--- src/rtl/fmul_arbiter_if.sv ---
// fmul_arbiter_if: bundles the requester channels and the shared fmul
// operand/result lines of fmul_arbiter.
// slave  : the arbiter side.
// master : the requesters plus the fmul instance.
// The NREQ given to this interface must match the NREQ of the arbiter.
interface fmul_arbiter_if #(
    parameter int NREQ = 2
);
    // Request channels, one valid/ready pair per requester.
    logic [NREQ-1:0]      req_valid;
    logic [NREQ-1:0]      req_ready;
    logic [32*NREQ-1:0]   req_src;
    logic [32*NREQ-1:0]   req_sink;

    // Response channels, one valid/ready pair per requester.
    logic [NREQ-1:0]      resp_valid;
    logic [NREQ-1:0]      resp_ready;
    logic [32*NREQ-1:0]   resp_dest;
    logic [NREQ-1:0]      resp_ovf;
    logic [NREQ-1:0]      resp_udf;

    // Shared multiplier.
    logic [31:0]          fmul_src;
    logic [31:0]          fmul_sink;
    logic [31:0]          fmul_dest;
    logic                 fmul_ovf;
    logic                 fmul_udf;

    modport slave (
        input  req_valid, req_src, req_sink, resp_ready,
        input  fmul_dest, fmul_ovf, fmul_udf,
        output req_ready, resp_valid, resp_dest, resp_ovf, resp_udf,
        output fmul_src, fmul_sink
    );

    modport master (
        output req_valid, req_src, req_sink, resp_ready,
        output fmul_dest, fmul_ovf, fmul_udf,
        input  req_ready, resp_valid, resp_dest, resp_ovf, resp_udf,
        input  fmul_src, fmul_sink
    );
endinterface

--- src/rtl/fmul_arbiter.sv ---
// fmul_arbiter: shares one pipelined fmul unit between NREQ requesters.
// Each requester may have at most one operation outstanding.
// A tag pipeline, LAT stages deep, follows every issued operation so that
// the product can be steered into the owning requester's result register.
// Optional build macro: FMUL_ARB_FIXED_PRIO_EN
//   defined   -> fixed priority, lowest eligible index wins (no pointer).
//   undefined -> round-robin starting at a rotating pointer.
// rst is synchronous and active-high.
module fmul_arbiter #(
    parameter int NREQ = 2,
    parameter int LAT  = 2
) (
    input  logic          clk,
    input  logic          rst,
    fmul_arbiter_if.slave bus
);
    localparam int ID_W = (NREQ > 1) ? $clog2(NREQ) : 1;

    typedef logic [ID_W-1:0] id_t;

    // One tag pipeline slot: whether an operation occupies it and for whom.
    typedef struct packed {
        logic valid;
        id_t  id;
    } tag_t;

    logic [NREQ-1:0] busy_q;
    logic [NREQ-1:0] eligible;
    logic            pick_any;
    id_t             pick_id;
    logic            grant_any;
    id_t             grant_id;
    logic [NREQ-1:0] grant_vec;

    tag_t            tag_q [LAT];
    tag_t            last_tag;
    logic [NREQ-1:0] capture_vec;

    logic [NREQ-1:0] resp_valid_q;
    logic [NREQ-1:0] resp_fire;
    logic [31:0]     dest_q [NREQ];
    logic [NREQ-1:0] ovf_q;
    logic [NREQ-1:0] udf_q;

    // A requester with a result still pending can never be granted again,
    // which is what protects its result register from being overwritten.
    assign eligible  = bus.req_valid & ~busy_q;
    assign resp_fire = resp_valid_q & bus.resp_ready;

`ifdef FMUL_ARB_FIXED_PRIO_EN

    // Fixed priority: scan downwards so the lowest eligible index is kept.
    // NOTE: every signal written here gets a default first; a path that
    // leaves one unassigned would infer a latch.
    always_comb begin
        pick_any = 1'b0;
        pick_id  = '0;
        for (int i = NREQ - 1; i >= 0; i--) begin
            if (eligible[i]) begin
                pick_any = 1'b1;
                pick_id  = id_t'(i);
            end
        end
    end

`else

    id_t ptr_q;

    // Index offset positions past base, wrapping modulo NREQ.
    function automatic id_t rr_index(input id_t base, input int offset);
        int sum;
        sum = int'(base) + offset;
        if (sum >= NREQ) begin
            sum = sum - NREQ;
        end
        return id_t'(sum);
    endfunction

    // Round-robin: scan offsets downwards so the candidate closest to ptr
    // is the one kept.
    // NOTE: every signal written here gets a default first; a path that
    // leaves one unassigned would infer a latch.
    always_comb begin
        pick_any = 1'b0;
        pick_id  = '0;
        for (int i = NREQ - 1; i >= 0; i--) begin
            if (eligible[rr_index(ptr_q, i)]) begin
                pick_any = 1'b1;
                pick_id  = rr_index(ptr_q, i);
            end
        end
    end

    // Priority pointer: moves just past the winner, holds when idle.
    // NOTE: clocked state uses non-blocking assignments so every register
    // samples its inputs from before the edge.
    always_ff @(posedge clk) begin
        if (rst) begin
            ptr_q <= '0;
        end else if (grant_any) begin
            ptr_q <= rr_index(grant_id, 1);
        end
    end

`endif

    // No grant while reset is asserted, so req_ready and fmul operands
    // read 0 during reset.
    assign grant_any = pick_any & ~rst;
    assign grant_id  = pick_id;

    // One-hot grant, which doubles as the req_ready vector.
    always_comb begin
        grant_vec = '0;
        if (grant_any) begin
            grant_vec[grant_id] = 1'b1;
        end
    end

    assign bus.req_ready = grant_vec;

    // Operand mux towards fmul: the granted requester's operands, else 0.
    always_comb begin
        bus.fmul_src  = '0;
        bus.fmul_sink = '0;
        for (int r = 0; r < NREQ; r++) begin
            if (grant_vec[r]) begin
                bus.fmul_src  = bus.req_src[32*r +: 32];
                bus.fmul_sink = bus.req_sink[32*r +: 32];
            end
        end
    end

    // Tag pipeline: stage 0 loads this cycle's grant; the last stage lines
    // up with fmul_dest. Clearing it on reset discards in-flight products.
    always_ff @(posedge clk) begin
        if (rst) begin
            for (int i = 0; i < LAT; i++) begin
                tag_q[i] <= '0;
            end
        end else begin
            tag_q[0] <= '{valid: grant_any, id: grant_id};
            for (int i = 1; i < LAT; i++) begin
                tag_q[i] <= tag_q[i-1];
            end
        end
    end

    assign last_tag = tag_q[LAT-1];

    // Decode the emerging tag into a one-hot capture strobe.
    always_comb begin
        capture_vec = '0;
        if (last_tag.valid) begin
            capture_vec[last_tag.id] = 1'b1;
        end
    end

    // Outstanding-operation flags: set on grant, cleared on the response
    // handshake. Both cannot hit the same requester in one cycle.
    always_ff @(posedge clk) begin
        if (rst) begin
            busy_q <= '0;
        end else begin
            busy_q <= (busy_q & ~resp_fire) | grant_vec;
        end
    end

    // Response valid: set on capture, held until the requester consumes it.
    always_ff @(posedge clk) begin
        if (rst) begin
            resp_valid_q <= '0;
        end else begin
            resp_valid_q <= (resp_valid_q & ~resp_fire) | capture_vec;
        end
    end

    // Result registers: load the fmul outputs for the owning requester.
    // NOTE: this register array is reset on purpose, because resp_dest and
    // the flags must read 0 after reset, not stale products.
    always_ff @(posedge clk) begin
        if (rst) begin
            for (int r = 0; r < NREQ; r++) begin
                dest_q[r] <= '0;
            end
            ovf_q <= '0;
            udf_q <= '0;
        end else begin
            for (int r = 0; r < NREQ; r++) begin
                if (capture_vec[r]) begin
                    dest_q[r] <= bus.fmul_dest;
                    ovf_q[r]  <= bus.fmul_ovf;
                    udf_q[r]  <= bus.fmul_udf;
                end
            end
        end
    end

    // Pack the per-requester result registers onto the response bus.
    always_comb begin
        bus.resp_dest = '0;
        for (int r = 0; r < NREQ; r++) begin
            bus.resp_dest[32*r +: 32] = dest_q[r];
        end
    end

    assign bus.resp_valid = resp_valid_q;
    assign bus.resp_ovf   = ovf_q;
    assign bus.resp_udf   = udf_q;

    // Invariants: grants go only to idle requesters, and a capture never
    // lands on a requester whose previous result is still unconsumed.
    always_ff @(posedge clk) begin
        if (!rst) begin
            assert (!(grant_any && busy_q[grant_id]))
                else $error("grant issued to a busy requester");
            assert ((capture_vec & resp_valid_q) == '0)
                else $error("capture onto an unconsumed result");
        end
    end

endmodule
--- src/flat_wrapper.sv ---
// flat-port wrapper written by rule: the top's interface ports become plain ports
module fmul_arbiter_flat 
#(
    parameter int NREQ = 2,
    parameter int LAT  = 2
)
  (clk, rst, bus_req_valid, bus_req_src, bus_req_sink, bus_resp_ready, bus_fmul_dest, bus_fmul_ovf, bus_fmul_udf, bus_req_ready, bus_resp_valid, bus_resp_dest, bus_resp_ovf, bus_resp_udf, bus_fmul_src, bus_fmul_sink);
  fmul_arbiter_if #(.NREQ(NREQ)) bus_i ();
  input  logic clk;
  input  logic rst;
  input wire logic [$bits(bus_i.req_valid)-1:0] bus_req_valid;
  input wire logic [$bits(bus_i.req_src)-1:0] bus_req_src;
  input wire logic [$bits(bus_i.req_sink)-1:0] bus_req_sink;
  input wire logic [$bits(bus_i.resp_ready)-1:0] bus_resp_ready;
  input wire logic [$bits(bus_i.fmul_dest)-1:0] bus_fmul_dest;
  input wire logic [$bits(bus_i.fmul_ovf)-1:0] bus_fmul_ovf;
  input wire logic [$bits(bus_i.fmul_udf)-1:0] bus_fmul_udf;
  output wire logic [$bits(bus_i.req_ready)-1:0] bus_req_ready;
  output wire logic [$bits(bus_i.resp_valid)-1:0] bus_resp_valid;
  output wire logic [$bits(bus_i.resp_dest)-1:0] bus_resp_dest;
  output wire logic [$bits(bus_i.resp_ovf)-1:0] bus_resp_ovf;
  output wire logic [$bits(bus_i.resp_udf)-1:0] bus_resp_udf;
  output wire logic [$bits(bus_i.fmul_src)-1:0] bus_fmul_src;
  output wire logic [$bits(bus_i.fmul_sink)-1:0] bus_fmul_sink;
  assign bus_i.req_valid = bus_req_valid;
  assign bus_i.req_src = bus_req_src;
  assign bus_i.req_sink = bus_req_sink;
  assign bus_i.resp_ready = bus_resp_ready;
  assign bus_i.fmul_dest = bus_fmul_dest;
  assign bus_i.fmul_ovf = bus_fmul_ovf;
  assign bus_i.fmul_udf = bus_fmul_udf;
  assign bus_req_ready = bus_i.req_ready;
  assign bus_resp_valid = bus_i.resp_valid;
  assign bus_resp_dest = bus_i.resp_dest;
  assign bus_resp_ovf = bus_i.resp_ovf;
  assign bus_resp_udf = bus_i.resp_udf;
  assign bus_fmul_src = bus_i.fmul_src;
  assign bus_fmul_sink = bus_i.fmul_sink;
  fmul_arbiter #(.NREQ(NREQ), .LAT(LAT)) u_core (.clk(clk), .rst(rst), .bus(bus_i));
endmodule
--- config.mk ---
export PLATFORM = sky130hd
export DESIGN_NAME = fmul_arbiter_flat
export DESIGN_NICKNAME = d
export VERILOG_FILES = /design/src/rtl/fmul_arbiter_if.sv /design/src/rtl/fmul_arbiter.sv /design/src/flat_wrapper.sv
export SDC_FILE = /design/constraint.sdc
export NUM_CORES = 1
export LEC_CHECK = 0
export CAP_MARGIN = 40
export CELL_PAD_IN_SITES_DETAIL_PLACEMENT = 1
export CELL_PAD_IN_SITES_GLOBAL_PLACEMENT = 2
export CORE_MARGIN = 5
export CORE_UTILIZATION = 17
export CTS_BUF_LIST = sky130_fd_sc_hd__clkbuf_16
export CTS_CLUSTER_DIAMETER = 80
export DETAILED_ROUTE_END_ITERATION = 10
export GPL_TIMING_DRIVEN = 0
export HOLD_SLACK_MARGIN = 0.05
export PLACE_DENSITY = 0.85
export SYNTH_ARGS = -nofsm -noshare
export SYNTH_HDL_FRONTEND = slang
export SYNTH_SLANG_ARGS = --single-unit
--- constraint.sdc ---
create_clock -name clk -period 2.17 [get_ports clk]
set_input_delay 0.217 -clock clk [delete_from_list [all_inputs] [get_ports clk]]
set_output_delay 0.217 -clock clk [all_outputs]
set_load 0.01 [all_outputs]
Word level (Yosys, flattened, before mapping)
Memories as Yosys holds them, arrays and structs flattened. Cells that the tools add are included.

Flip-flop bits (word level): 9. RAM bits: 68. Input bits: 168. Output and inout bits: 136. Word-level logic and storage cells: 73. Memories kept: 2.

Memory list: u_core.dest_q (words 2, width 32, rd ports 2, clocked after Yosys merged registers in 0, wr ports 2, RTL line fmul_arbiter.sv:41) `logic [31:0] dest_q [NREQ];`; u_core.tag_q (words 2, width 2, rd ports 2, clocked after Yosys merged registers in 0, wr ports 2, RTL line fmul_arbiter.sv:35) `tag_t tag_q [LAT];`.

$add $sub $neg: 5. Magnitude comparators: 9. Muxes and demuxes: 34. Bitwise operators: 14. Reductions and logical operators: 2.

Operators by type and width (count): 32-bit 2-to-1 mux (6); 1-bit 2-to-1 mux (22); 2-bit bitwise AND (4); 1-bit by 2-bit < comparator with 1-bit output (second input constant) (4); 2-bit 2-to-1 mux (4); 1-bit by 1-bit adder with 2-bit output (second input constant) (2); 2-bit >= comparator (second input constant) (2); 2-bit NOT (2); 1-bit OR (4); 2-bit OR (2); 1-bit subtractor (second input constant) (3); 1-bit demux with 1-bit select (2); 1-bit >= comparator (second input constant) (2); 1-bit by 2-bit >= comparator with 1-bit output (second input constant) (1); 1-bit logical AND (2); 1-bit bitwise AND (1); 1-bit NOT (1).

Logic depth before layout (Yosys ltp)
Depth in word-level cells: 14. Depth in mapped cells: 5. Depth with buffers taken out: 3.

Worst setup path before layout
OpenSTA, ideal clock, no wires.

Path type: flip-flop to flip-flop. From: mem u_core.tag_q[0][2] (netlist bit). To: mem u_core.dest_q[0][0] (enable). Library setup time: 389 ps. Arrival: 1236 ps. Data required time: 1781 ps. Path slack: 545 ps. Stages on the path, launching flop included: 3. Buffers on the path: 0. Period minus slack after synthesis: 1625 ps. Cells stage by stage: dfxtp_1 -> nand2b_1 -> nand2_1.

RTL lines (RTL line): start, declared (fmul_arbiter.sv:35); end, declared (fmul_arbiter.sv:41).

Worst setup path after layout
From: in bus_req_valid[1]. To: out bus_fmul_sink[16].

Cells in the longest elaborated chain, start to end: 12. Elaborated cells between the ends (all ways): 18. Those cells by class: 2 x order compare; 13 x mux; 2 x bitwise; 1 x reduce/logical.

RTL lines: start, declared (RTL line flat_wrapper.sv:11) `input wire logic [$bits(bus_i.req_valid)-1:0] bus_req_valid;`; 2-bit bitwise AND (*) (RTL line fmul_arbiter.sv:47) `assign eligible = bus.req_valid & ~busy_q;`; 1-bit 2-to-1 mux (implied by the code) (2 in series) (RTL line fmul_arbiter.sv:88) `if (eligible[rr_index(ptr_q, i)]) begin`; 1-bit 2-to-1 mux (2 in series) (RTL line fmul_arbiter.sv:88); 1-bit by 2-bit < comparator with 1-bit output (implied by the code) or 1-bit >= comparator (tied branches) (RTL line fmul_arbiter.sv:117) `grant_vec[grant_id] = 1'b1;`; 1-bit logical AND (implied by the code) (RTL line fmul_arbiter.sv:117); 1-bit 2-to-1 mux (implied by the code) (RTL line fmul_arbiter.sv:117); 1-bit demux with 1-bit select; 2-bit 2-to-1 mux (*) (RTL line fmul_arbiter.sv:116) `if (grant_any) begin`; 32-bit 2-to-1 mux (RTL line fmul_arbiter.sv:128) `if (grant_vec[r]) begin`; 32-bit 2-to-1 mux (*) (RTL line fmul_arbiter.sv:128); end, declared (RTL line flat_wrapper.sv:24) `output wire logic [$bits(bus_i.fmul_sink)-1:0] bus_fmul_sink;`.

Every way passes the cells marked *; elsewhere a longest branch is shown, timed or not. The select of a mux whose other input is x is not followed.

==> reports/metrics.yaml <==
core_sq_um: 18800
required_ps: 1950
drtAntennaViolNets: 0
row_count: 50
dp_slack_ps: -398
place_hpwl_mm: 14.2
drv_cap: 0
seq_area_frac_synth: 0.666
fillCellCount: 2053
grt_usage: 0.140
post-route-period-util: 1.11
drtPass1Iterations: 4
via_per_inst: 3.98
criticalPathCategory: "input port to output port"
dp.cells: 790
slew_headroom: 0.426
dieArea_sq_um: 22100
multi_input_area_sq_um: 998
drt-total-wl_mm: 16.8
grt_setup_unrepaired: "true"
hold_slack_ps: 439
r2r_start: "u_core.tag_q[0][3]"
gp_congestion: 0.839
avgSynthCellArea_sq_um: 14.4
setup_violations: 17
num_antenna_cells: 0
ios: 304
p_sw_frac: 0.241
use_met2: 0.257
combPwrFrac: 0.251
clockRootBuffer: "clkbuf_16"
worst_slack_ps: -248
worstPathMaxFanout: 10
intPower_mw: 3.22
synth_seq_cells: 77
power.leakage_nw: 2.88
grt_util_met1: 0.167
layout_commonest_cell: "clkdlybuf4s50_1"
cts_buffers: 9
ys_types: 22
wl_per_cell_microns: 20.7
fmax_mhz: 414
r2r_cells: 2
drc: 0
layout_common_cells: "249 x clkdlybuf4s50_1, 64 x a22o_1, 64 x edfxtp_1"
postSynthCellCount: 227
port_buffers: 303
cp.arrival_ps: 2200
num-nets-final: 715
drt_iter0_drc: 126
grt_pass1_wl_mm: 23.3
slew_violations: 0
whs_endpoint: "u_core.tag_q[0][2]"
power_density_nw_per_um2: 607
power_frac_seq: 0.407
antenna_found_initial: 1
tightestPinTransition_ps: 857
grt_max_degree: 33
period_needed_ps: 2420
drive_gt1_frac: 0.0906
post-route-util: 0.370
cp-start-kind: "input port"
clk_latency_ps: 330
busiest_layer: "met2"
path_clk_slew_ps: 60
syn_to_final_growth_pct: 113
die_w_microns: 149
clockBufferDepth: 2
r2r_setup_slack_ps: 490
via_count: 3232
clock-skew-final_ps: 9.65
ctsHoldBuffers: 0
seqCellArea_sq_um: 2180
grt_util_met3: 0.0331
grt.overflow.total: 0
finalHoldViolCount: 0
status: "finished with violations"
yosys_warnings: 0
crit_path_end_kind: "output port"
peakVddDrop_uv: 340
initial_core_util: 0.174
syn_area_sq_um: 3280
cts_tree: "built"
final_cells: 812
p_clk_frac: 0.342
hold_path.class: "flop to flop"
violations: "negative setup slack"
hold_depth: 1
p_switching_mw: 1.02
cts_sinks: 77
syn_nets: 395
r2r-end: "u_core.dest_q[0][1]"
htreeDepth: 3
holdCritStartpoint: "u_core.tag_q[0][0]"
power_mw: 4.23
die-height_microns: 149
grt_pass1_vias: 3596
layer usage:
| layer | share of wire | wire length (microns) | up-vias |
|---|---|---|---|
| met3 | 0.049 | 824 | 16 |
| met1 | 0.39 | 6620 | 1579 |
| met2 | 0.54 | 9100 | 113 |
| met5 | 0.00060 | 10 | - |
| li1 | - | - | 1522 |
| met4 | 0.015 | 246 | 2 |
synthesized netlist by cell type:
library cell | n | area, sq um
a22o_1 | 64 | 561
edfxtp_1 | 64 | 1920
and2_1 | 32 | 200
dfxtp_1 | 13 | 260
buf_2 | 8 | 40.0
nand2_1 | 7 | 26.3
a21oi_1 | 5 | 25.0
nand2b_1 | 5 | 31.3
buf_6 | 4 | 45.0
clkbuf_1 | 4 | 15.0
nor2b_1 | 3 | 18.8
a31o_2 | 2 | 17.5
buf_4 | 2 | 15.0
inv_1 | 2 | 7.51
mux2i_1 | 2 | 20.0
nand3_1 | 2 | 10.0
nor2_1 | 2 | 7.51
nor3_2 | 2 | 20.0
a211oi_1 | 1 | 7.51
and3b_1 | 1 | 8.76
nor3_1 | 1 | 5.00
nor3b_2 | 1 | 12.5
how the worst max path moves through the flow:
stage,from,endpoint,slack [ps],depth (start not counted)
floorplan,u_core.tag_q[0][2],u_core.dest_q[0][0],540,2
global placement,rst,bus_fmul_src[9],-380,6
detailed placement,rst,bus_fmul_src[6],-400,6
CTS,u_core.busy_q[0],bus_fmul_src[21],-240,6
global route,u_core.busy_q[1],bus_fmul_sink[16],-310,5
finish,bus_req_valid[1],bus_fmul_sink[16],-250,6
registers in the layout, summed over array words and instances (netlist names):
register	cells
u_core.ptr_q	1
u_core.dest_q	64
u_core.tag_q	4
u_core.bus.resp_udf	2
u_core.busy_q	2
u_core.bus.resp_valid	2
u_core.bus.resp_ovf	2
area by class of cell:
| type | instances | area share |
|---|---|---|
| timing repair buffer | 310 | 0.435 |
| sequential | 77 | 0.313 |
| multi-input combinational | 130 | 0.143 |
| tap | 260 | 0.0466 |
| clock buffer | 9 | 0.0323 |
| buffer | 17 | 0.0199 |
| clock inverter | 7 | 0.00933 |
| inverter | 2 | 0.00108 |
what timing repair did:
| item | CTS | global route |
|---|---|---|
| buffers inserted | 3 | 2 |
| gates resized for setup | 61 | 28 |
| cloned | 1 | 1 |
| pin swaps | 1 | 0 |
| setup endpoints to repair | 66 | 57 |
metrics by stage:
step | TNS [ps] | instance area (sq um)
after floorplan | 0 | 3280
after global placement | -41010 | 6630
after detailed placement | -19490 | 6640
after CTS | -4050 | 6950
after global routing | -4440 | 6980
final | -2470 | 6980
power by group through the flow:
stage / clock [mW] / sequential [mW] / combinational, mW
2_1_floorplan: 0 / 1.79 / 0.286
3_3_place_gp: 0 / 1.75 / 1.07
3_5_place_dp: 0 / 1.76 / 1.09
4_1_cts: 1.49 / 1.73 / 1.07
5_1_grt: 1.57 / 1.73 / 1.11
6_report: 1.45 / 1.73 / 1.06
kinds of logic (layout without fill, tap and decap cells):
logic type | count (synthesis) | count (layout) | synth area share
mux | 2 | 2 | 0.00611
buf+inv | 20 | 345 | 0.0374
simple gates | 56 | 56 | 0.104
flops | 77 | 77 | 0.666
compound gates | 72 | 72 | 0.186
worst max-delay path, stage by stage:
cell	delay, ps
clkdlybuf4s50_1	470
and3b_1	240
nor3_4	230
buf_4	240
a22o_1	220
clkdlybuf4s50_1	580
Power figures use the tool's default switching activity.
